## src/rtl/division_pkg.sv

```systemverilog
// division_pkg: shared widths and FSM state codes
// for the sequential restoring divider.
package division_pkg;

    localparam int DIV_DW = 8;
    localparam int DIV_VW = 4;
    localparam int DIV_CW = $clog2(DIV_DW + 1);

    typedef logic [1:0] state_t;

    localparam state_t S_IDLE = 2'd0;
    localparam state_t S_CALC = 2'd1;
    localparam state_t S_DONE = 2'd2;

endpackage

```

## src/rtl/division_if.sv

```systemverilog
// division_if: start/busy/done handshake and operand
// and result bus of the sequential divider.
interface division_if
    import division_pkg::*;
#(
    parameter int DW = DIV_DW,
    parameter int VW = DIV_VW
);

    logic          start;
    logic [DW-1:0] dividend;
    logic [VW-1:0] divisor;
    logic [DW-1:0] quotient;
    logic [VW-1:0] remainder;
    logic          busy;
    logic          done;
    logic          div_by_zero;

    modport master (
        output start,
        output dividend,
        output divisor,
        input  quotient,
        input  remainder,
        input  busy,
        input  done,
        input  div_by_zero
    );

    modport slave (
        input  start,
        input  dividend,
        input  divisor,
        output quotient,
        output remainder,
        output busy,
        output done,
        output div_by_zero
    );

endinterface

```

## src/rtl/division_step.sv

```systemverilog
// division_step: one combinational restoring step,
// shift in a dividend bit and subtract if it fits.
module division_step
    import division_pkg::*;
#(
    parameter int VW = DIV_VW
) (
    input  logic [VW:0]   i_part,
    input  logic          i_bit,
    input  logic [VW-1:0] i_dvs,
    output logic [VW:0]   o_part,
    output logic          o_qbit
);

    logic [VW:0] w_trial;
    logic [VW:0] w_dvs;
    logic        w_ge;

    assign w_trial = {i_part[VW-1:0], i_bit};
    assign w_dvs   = {1'b0, i_dvs};
    // The top bit is always clear while a divide
    // runs; folding it in keeps the compare exact.
    assign w_ge    = i_part[VW] | (w_trial >= w_dvs);
    assign o_part  = w_ge ? (w_trial - w_dvs) : w_trial;
    assign o_qbit  = w_ge;

endmodule

```

## src/rtl/division_seq.sv

```systemverilog
// division_seq: DW/VW unsigned restoring divider,
// one quotient bit per clock, start/busy/done.
module division_seq
    import division_pkg::*;
#(
    parameter int DW = DIV_DW,
    parameter int VW = DIV_VW
) (
    input  logic       clk,
    input  logic       rst_n,
    division_if.slave  bus
);

    localparam int CW = $clog2(DW + 1);

    state_t        r_state;
    logic [CW-1:0] r_cnt;
    logic [DW-1:0] r_dvd;
    logic [VW-1:0] r_dvs;
    logic [VW:0]   r_part;
    logic [DW-1:0] r_quot;
    logic [VW-1:0] r_rem;
    logic          r_busy;
    logic          r_done;
    logic          r_dbz;

    logic [VW:0]   w_next_part;
    logic          w_qbit;
    logic [DW:0]   w_cat;
    logic [DW-1:0] w_shift;
    logic          w_accept;
    logic          w_zero;
    logic          w_last;

    division_step #(
        .VW (VW)
    ) u_step (
        .i_part (r_part),
        .i_bit  (r_dvd[DW-1]),
        .i_dvs  (r_dvs),
        .o_part (w_next_part),
        .o_qbit (w_qbit)
    );

    // Dividend bits leave at the top while quotient
    // bits enter at the bottom of the same register.
    assign w_cat    = {r_dvd, w_qbit};
    assign w_shift  = w_cat[DW-1:0];
    assign w_accept = bus.start &&
                      (r_state == S_IDLE ||
                       r_state == S_DONE);
    assign w_zero   = (bus.divisor == '0);
    assign w_last   = (r_cnt == CW'(1));

    // FSM, step counter, working and result registers
    always_ff @(posedge clk or negedge rst_n) begin
        if (!rst_n) begin
            r_state <= S_IDLE;
            r_cnt   <= '0;
            r_dvd   <= '0;
            r_dvs   <= '0;
            r_part  <= '0;
            r_quot  <= '0;
            r_rem   <= '0;
            r_busy  <= 1'b0;
            r_done  <= 1'b0;
            r_dbz   <= 1'b0;
        end else begin
            r_done <= 1'b0;
            if (w_accept) begin
                if (w_zero) begin
                    r_state <= S_DONE;
                    r_quot  <= '1;
                    r_rem   <= '0;
                    r_dbz   <= 1'b1;
                    r_done  <= 1'b1;
                    r_busy  <= 1'b0;
                end else begin
                    r_state <= S_CALC;
                    r_dvd   <= bus.dividend;
                    r_dvs   <= bus.divisor;
                    r_part  <= '0;
                    r_cnt   <= CW'(DW);
                    r_dbz   <= 1'b0;
                    r_busy  <= 1'b1;
                end
            end else if (r_state == S_CALC) begin
                r_part <= w_next_part;
                r_dvd  <= w_shift;
                r_cnt  <= r_cnt - CW'(1);
                if (w_last) begin
                    r_state <= S_DONE;
                    r_quot  <= w_shift;
                    r_rem   <= w_next_part[VW-1:0];
                    r_busy  <= 1'b0;
                    r_done  <= 1'b1;
                end
            end else if (r_state == S_DONE) begin
                r_state <= S_IDLE;
            end
        end
    end

    assign bus.quotient    = r_quot;
    assign bus.remainder   = r_rem;
    assign bus.busy        = r_busy;
    assign bus.done        = r_done;
    assign bus.div_by_zero = r_dbz;

endmodule

```

## src/flat_wrapper.sv

```systemverilog
// flat-port wrapper written by rule: the top's interface ports become plain ports
module division_seq_flat import division_pkg::*;
#(
    parameter int DW = DIV_DW,
    parameter int VW = DIV_VW
)
  (clk, rst_n, bus_start, bus_dividend, bus_divisor, bus_quotient, bus_remainder, bus_busy, bus_done, bus_div_by_zero);
  division_if #(.DW(DW), .VW(VW)) bus_i ();
  input  logic clk;
  input  logic rst_n;
  input wire logic [$bits(bus_i.start)-1:0] bus_start;
  input wire logic [$bits(bus_i.dividend)-1:0] bus_dividend;
  input wire logic [$bits(bus_i.divisor)-1:0] bus_divisor;
  output wire logic [$bits(bus_i.quotient)-1:0] bus_quotient;
  output wire logic [$bits(bus_i.remainder)-1:0] bus_remainder;
  output wire logic [$bits(bus_i.busy)-1:0] bus_busy;
  output wire logic [$bits(bus_i.done)-1:0] bus_done;
  output wire logic [$bits(bus_i.div_by_zero)-1:0] bus_div_by_zero;
  assign bus_i.start = bus_start;
  assign bus_i.dividend = bus_dividend;
  assign bus_i.divisor = bus_divisor;
  assign bus_quotient = bus_i.quotient;
  assign bus_remainder = bus_i.remainder;
  assign bus_busy = bus_i.busy;
  assign bus_done = bus_i.done;
  assign bus_div_by_zero = bus_i.div_by_zero;
  division_seq #(.DW(DW), .VW(VW)) u_core (.clk(clk), .rst_n(rst_n), .bus(bus_i));
endmodule
```

## config.mk

```make
export PLATFORM = sky130hd
export DESIGN_NAME = division_seq_flat
export DESIGN_NICKNAME = d
export VERILOG_FILES = /design/src/rtl/division_pkg.sv /design/src/rtl/division_if.sv /design/src/rtl/division_step.sv /design/src/rtl/division_seq.sv /design/src/flat_wrapper.sv
export SDC_FILE = /design/constraint.sdc
export NUM_CORES = 1
export LEC_CHECK = 0
export ABC_AREA = 1
export CAP_MARGIN = 10
export CORE_MARGIN = 1.5
export CORE_UTILIZATION = 31
export CTS_CLUSTER_DIAMETER = 40
export DETAILED_ROUTE_END_ITERATION = 7
export HOLD_SLACK_MARGIN = 0.15
export SLEW_MARGIN = 20
export SYNTH_ARGS = -nofsm -noshare
export SYNTH_HDL_FRONTEND = slang
export SYNTH_SLANG_ARGS = --single-unit
```

## constraint.sdc

```tcl
create_clock -name clk -period 1.69 [get_ports clk]
set_input_delay 0.507 -clock clk [delete_from_list [all_inputs] [get_ports clk]]
set_output_delay 0.507 -clock clk [all_outputs]
set_load 0.01 [all_outputs]
```

==> impl_metrics.yaml, run 1 <==
routing:
  vias: 1688
  viasPerCell: 4.66
  firstDrtPassIters: 4
  route.detailed.drc: 0
  wl_per_cell_um: 12.3
  postRouteAntennaNets: 0
  dr.first_iter.drc_count: 126
  wirelength_um: 4440
timing:
  setup_viol: 0
  drv_slew: 0
  fin_crit_ns: 1.63
  fin_skew_ns: 0.00166
  period_share_pct: 96.7
  fmax_ghz: 0.612
  tightest_slew_ns: 0.244
  fin_ws_ns: 0.0557
  slew_headroom_pct: 83.6
  hold_viol: 0
placement:
  portBuffers: 29
  dp_slack_ns: -0.253
  placedCellCount: 346
  finalWeightedCongestion: 0.767
  detailed_place_hpwl_um: 3000
worst_setup_path:
  worstPathCellList: "clkdlybuf4s50_1"
  cp_data_arrival_time_ns: 1.13
  slowest_delay_ns: 0.52
  required_ns: 1.18
  crit_path_end_kind: "output pin"
  critPathBufInv: 1
  worstSetupPathType: "flop to output pin"
  cp_slowest_cell: "clkdlybuf4s50_1"
  cp-start-kind: "flop"
  cp_max_fo: 1
  crit_family: "buffers and inverters"
synth:
  synth_top_area_cell: "dfrtp_1"
  synth_fp_nets: 249
  synthTopCellsByCount: "nand2_1 (61), dfrtp_1 (38), inv_1 (29)"
  yosys_warnings: 0
  ys_types: 27
  yosysSeqAreaShare_pct: 49.6
  synth_area_sq_mm: 0.00192
  synthTopCellsByArea: "dfrtp_1 (50%), nand2_1 (12%), ha_1 (5.9%)"
  synth_edf_count: 0
  ys.flop_type: "dfrtp_1"
  ys_ff_latch: 38
  postSynthCellCount: 224
  yosysMostFrequentCell: "nand2_1"
  yosysTopAreaCellShare_pct: 49.6
  syn_avg_cell_area_sq_um: 8.55
  async_flop_share_pct: 100
global_routing:
  antenna_found_initial: 0
  grt_max_degree: 39
  overflow: 0
  grt_pass1_wl_um: 7190
  grt.total_usage_pct: 14.3
  grt_pass1_vias: 1584
final_layout:
  synthToLayoutAreaGrowth_pct: 41.9
  drive_above_1_share_pct: 21.6
  layout.nets: 312
  fin_cells: 362
  antenna_cells: 0
pwr:
  max-vdd-ir-drop_mv: 0.598
  p_leak_nw: 1.34
  p_per_area_mw_per_mm2: 2000
  total_power_mw: 5.44
clocking:
  cts_tree: "built"
  clock_latency_ns: 0.28
  cts-root-buf: "clkbuf_8"
  clk_pin_slew_ns: 0.07
  cts_inserted_buffers: 5
  cts_sinks: 38
  cts_buffer_depth: 2
  cts_hold_buf: 0
  ctsHtreeMaxLevel: 2
floorplanning:
  initial_core_util_pct: 32.2
  die_area_sq_mm: 0.00666
  coreArea_sq_mm: 0.00596
  rows: 28
  pin_count: 30
  fp.dieW_um: 81.6
  die_h_um: 81.6
min_path:
  hold_path_class: "primary input to asynchronous set/reset pin"
flow_run:
  cap_viol_max_count: 0
run_status:
  status: "finished clean"
## per-stage QoR
| stage | util, % | setup TNS (ns) | area [sq um] | hold WS [ns] |
|---|---|---|---|---|
| 2_1_floorplan | - | 0 | 1920 | 0.211 |
| 3_3_place_gp | 41.1 | -4.34 | 2450 | 0.465 |
| 3_5_place_dp | 41.1 | -5.54 | 2450 | 0.467 |
| 4_1_cts | 42.9 | 0 | 2550 | 0.185 |
| 5_1_grt | 45.6 | -0.0398 | 2720 | 0.187 |
| 6_report | 45.6 | 0 | 2720 | 0.175 |
## placed cells by master (no fill, tap or decap), drive strengths merged
master         synthesis  layout
nor2                  16      16
xnor2                  2       2
nor3                   1       1
inv                   30      30
a21oi                 10      10
dlymetal6s2s           0       5
dfrtp                 38      38
a31oi                  1       1
o211ai                 8       8
ha                     9       9
fa                     1       1
o21a                   1       1
nand4                  4       4
clkdlybuf4s50          0      14
nand2                 64      65
dlygate4sd2            0       9
clkbuf                 3       6
or2                    1       1
bufinv                 0       1
o21ai                 16      16
nand3                 12      12
buf                    3      33
nand3b                 2       2
clkinvlp               0       1
o22ai                  1       1
## kinds of logic after synthesis
family	after synthesis	share of synthesized area (%)
and+or+nand+nor	100	22.8
buffers and inverters	37	8.16
adders and majority gates	10	6.92
xor gates and xnor gates	2	0.915
DFF	38	49.6
AOI/OAI and AO/OA	37	11.6
## worst register-to-register path, delay by kind of cell, from the launching register on
kind,cells,cell delay (ns)
AO/OA/AOI/OAI,3,0.41
flip-flops,1,0.41
buffers and inverters,2,0.25
AND/OR/NAND/NOR,2,0.22
adder cells (fa/ha/maj),1,0.20
## where the power goes
| group | switching (mW) | total, mW | internal (mW) |
|---|---|---|---|
| registers | 0.223 | 1.53 | 1.30 |
| logic | 1.69 | 3.14 | 1.45 |
| clock network | 0.310 | 0.782 | 0.472 |
## metal layers
metal / track usage [%] / share of wire, % / vias to the layer above
met5: 0 / 0 / -
met4: 5.42 / 1.3 / 0
met1: 18.2 / 48 / 792
met2: 23.6 / 46 / 37
li1: - / - / 854
met3: 3.56 / 4.7 / 5
## flip-flops by register name, summed over array words and instances, names as in the netlist
| signal | count |
|---|---|
| u_core.r_dvs | 4 |
| u_core.bus.done | 1 |
| u_core.bus.div_by_zero | 1 |
| u_core.bus.quotient | 8 |
| u_core.r_dvd | 8 |
| u_core.r_cnt | 4 |
| u_core.r_part | 5 |
| u_core.r_state | 2 |
| u_core.bus.remainder | 4 |
| u_core.bus.busy | 1 |
## worst paths after layout
path / from / to / slack (ns) / cells past startpoint
hold reg to reg: u_core.bus.remainder[0]$_DFFE_PN0P_ / u_core.bus.remainder[0]$_DFFE_PN0P_ / 0.48 / 2
setup reg to reg: u_core.r_state[1]$_DFFE_PN0P_ / u_core.r_dvd[7]$_DFFE_PN0P_ / 0.07 / 8
max in group asynchronous: rst_n / u_core.bus.quotient[0]$_DFFE_PN0P_ / 1.32 / 2
hold / removal: rst_n / u_core.r_dvs[1]$_DFFE_PN0P_ / 0.18 / 2
min in group clk: u_core.bus.remainder[0]$_DFFE_PN0P_ / u_core.bus.remainder[0]$_DFFE_PN0P_ / 0.48 / 2
setup / recovery: u_core.bus.done$_DFF_PN0_ / bus_done / 0.06 / 1
## layout make-up
cell class,count,area [sq um]
Clock buffer,6,82.6
Tap cell,75,93.8
Clock inverter,1,30.0
Sequential cell,38,951
Timing Repair Buffer,61,556
Multi-Input combinational cell,150,882
Inverter,31,123
Fill cell,590,3240
## timing repair
action | CTS | global route
cloned | 0 | 1
buffers inserted | 0 | 8
gates resized for setup | 11 | 23
setup endpoints to repair | 10 | 27
pin swaps | 0 | 6
Power figures use the tool's default switching activity.
==> inputs of run 2 (changes only) <==
--- a/config.mk
+++ b/config.mk
@@ -8,10 +8,12 @@
 export ABC_AREA = 1
 export CAP_MARGIN = 10
 export CORE_MARGIN = 1.5
-export CORE_UTILIZATION = 31
+export CORE_UTILIZATION = 48
 export CTS_CLUSTER_DIAMETER = 40
+export CTS_CLUSTER_SIZE = 40
 export DETAILED_ROUTE_END_ITERATION = 7
 export HOLD_SLACK_MARGIN = 0.15
+export PLACE_DENSITY = 0.75
 export SLEW_MARGIN = 20
 export SYNTH_ARGS = -nofsm -noshare
 export SYNTH_HDL_FRONTEND = slang
==> impl_metrics.yaml, run 2 (synthesized netlist as in run 1, its figures left out) <==
global_routing:
  grt_max_degree: 39
  overflow: 0
  grt_use_met1_pct: 27.2
  antenna_found_initial: 0
  grt_use_met3_pct: 4.60
  grt.total_usage_pct: 21.0
  grt_pass1_wl_um: 6930
  grt_pass1_vias: 1627
  grt_busiest_layer: "met2"
  met2_usage_pct: 35.4
final_layout:
  fin_cells: 330
  drive_above_1_share_pct: 18.1
  layout.nets: 306
  final_common_cell: "nand2_1"
  final_util_pct: 69.4
  synthToLayoutAreaGrowth_pct: 35.7
  antenna_cells: 0
  nFillCells: 315
  layout_common_cells: "nand2_1 (61), dfrtp_1 (38), inv_1 (28), buf_4 (24), nor2_1 (15)"
  finish.instance_area_sq_mm: 0.00260
routing:
  firstDrtPassIters: 4
  wl_per_cell_um: 12.6
  vias: 1700
  route.detailed.drc: 0
  dr.first_iter.drc_count: 112
  wirelength_um: 4150
  viasPerCell: 5.15
  postRouteAntennaNets: 0
worst_setup_path:
  slowest_delay_ns: 0.52
  crit_path_end_kind: "output pin"
  cp_slowest_cell: "clkdlybuf4s50_1"
  cp-start-kind: "flop"
  cp_data_arrival_time_ns: 1.12
  crit_family: "buffers and inverters"
  critPathBufInv: 1
  worstPathCellList: "clkdlybuf4s50_1"
  worstSetupPathType: "flop to output pin"
  required_ns: 1.18
  cp_max_fo: 1
floorplanning:
  rows: 22
  die_area_sq_mm: 0.00438
  coreArea_sq_mm: 0.00374
  fp.dieW_um: 66.2
  pin_count: 30
  initial_core_util_pct: 51.2
  die_h_um: 66.2
timing:
  tightest_slew_ns: 0.251
  fin_crit_ns: 1.62
  fin_skew_ns: 0.00517
  fmax_ghz: 0.616
  slew_headroom_pct: 83.2
  setup_viol: 0
  fin_ws_ns: 0.0670
  hold_viol: 0
  whs_ns: 0.182
  drv_slew: 0
  setup_tns_ns: 0
  period_share_pct: 96.0
pwr:
  swShare_pct: 41.5
  p_leak_nw: 1.33
  max-vdd-ir-drop_mv: 1.03
  clkPwrFrac_pct: 12.3
  pwr-share-comb_pct: 58.1
  total_power_mw: 5.11
  seqPwrFrac_pct: 29.7
  p_per_area_mw_per_mm2: 1970
  p_int_mw: 2.99
  switching_power_mw: 2.12
placement:
  detailed_place_hpwl_um: 2930
  finalWeightedCongestion: 0.893
  portBuffers: 29
  placedCellCount: 319
  dp_slack_ns: -0.236
  placed_cell_area_sq_mm: 0.00241
clocking:
  clk_pin_slew_ns: 0.07
  ctsHtreeMaxLevel: 2
  cts_hold_buf: 0
  cts_tree: "built"
  clock_latency_ns: 0.28
  cts_inserted_buffers: 5
  cts-root-buf: "clkbuf_8"
  cts_buffer_depth: 2
  cts_sinks: 38
flow_run:
  cap_viol_max_count: 0
run_status:
  status: "finished clean"
min_path:
  hold_path_class: "primary input to asynchronous set/reset pin"
-- run 2: layout make-up --
cell class / instances / area, sq um / share of cell area (%)
Sequential cell: 38 / 951 / 36.6
Multi-Input combinational cell: 149 / 850 / 32.7
Timing Repair Buffer: 56 / 528 / 20.3
Inverter: 31 / 119 / 4.57
Clock buffer: 7 / 86.3 / 3.32
Tap cell: 48 / 60.1 / 2.31
Clock inverter: 1 / 5.00 / 0.193
-- run 2: repair_timing --
item / CTS / global route
endpoints found under the setup margin: 5 / 35
buffers inserted: 0 / 3
resized for setup: 5 / 22
-- run 2: worst register-to-register path: cells and delay by family, from the launching register on --
family / cells / cell delay (ns)
adders and majority gates: 1 / 0.31
and+or+nand+nor: 7 / 0.67
DFF: 1 / 0.43
buffers and inverters: 1 / 0.15
-- run 2: power groups by stage --
stage,clock network [mW],logic (mW),registers (mW)
3_3_place_gp,0,2.72,1.52
4_1_cts,0.643,2.80,1.51
2_1_floorplan,0,1.72,1.56
6_report,0.626,2.97,1.52
5_1_grt,0.684,3.33,1.56
3_5_place_dp,0,2.80,1.53
-- run 2: path summary, 6_finish.rpt --
path | end | slack (ns) | cells after the start | startpoint
worst max-delay path | bus_done | 0.07 | 1 | u_core.bus.done$_DFF_PN0_
worst min-delay path | u_core.bus.remainder[3]$_DFFE_PN0P_ | 0.18 | 2 | rst_n
worst max register to register | u_core.bus.remainder[3]$_DFFE_PN0P_ | 0.08 | 9 | u_core.r_part[1]$_DFFE_PN0P_
worst min register to register | u_core.bus.remainder[2]$_DFFE_PN0P_ | 0.48 | 2 | u_core.bus.remainder[2]$_DFFE_PN0P_
max in group asynchronous | u_core.bus.quotient[3]$_DFFE_PN0P_ | 1.32 | 2 | rst_n
min in group clk | u_core.bus.remainder[2]$_DFFE_PN0P_ | 0.48 | 2 | u_core.bus.remainder[2]$_DFFE_PN0P_
-- run 2: layer usage --
metal | part of all wire (%) | vias to the layer above
met2 | 49 | 53
met3 | 4.2 | 8
li1 | - | 835
met1 | 45 | 804
met4 | 1.3 | 0
met5 | 0 | -
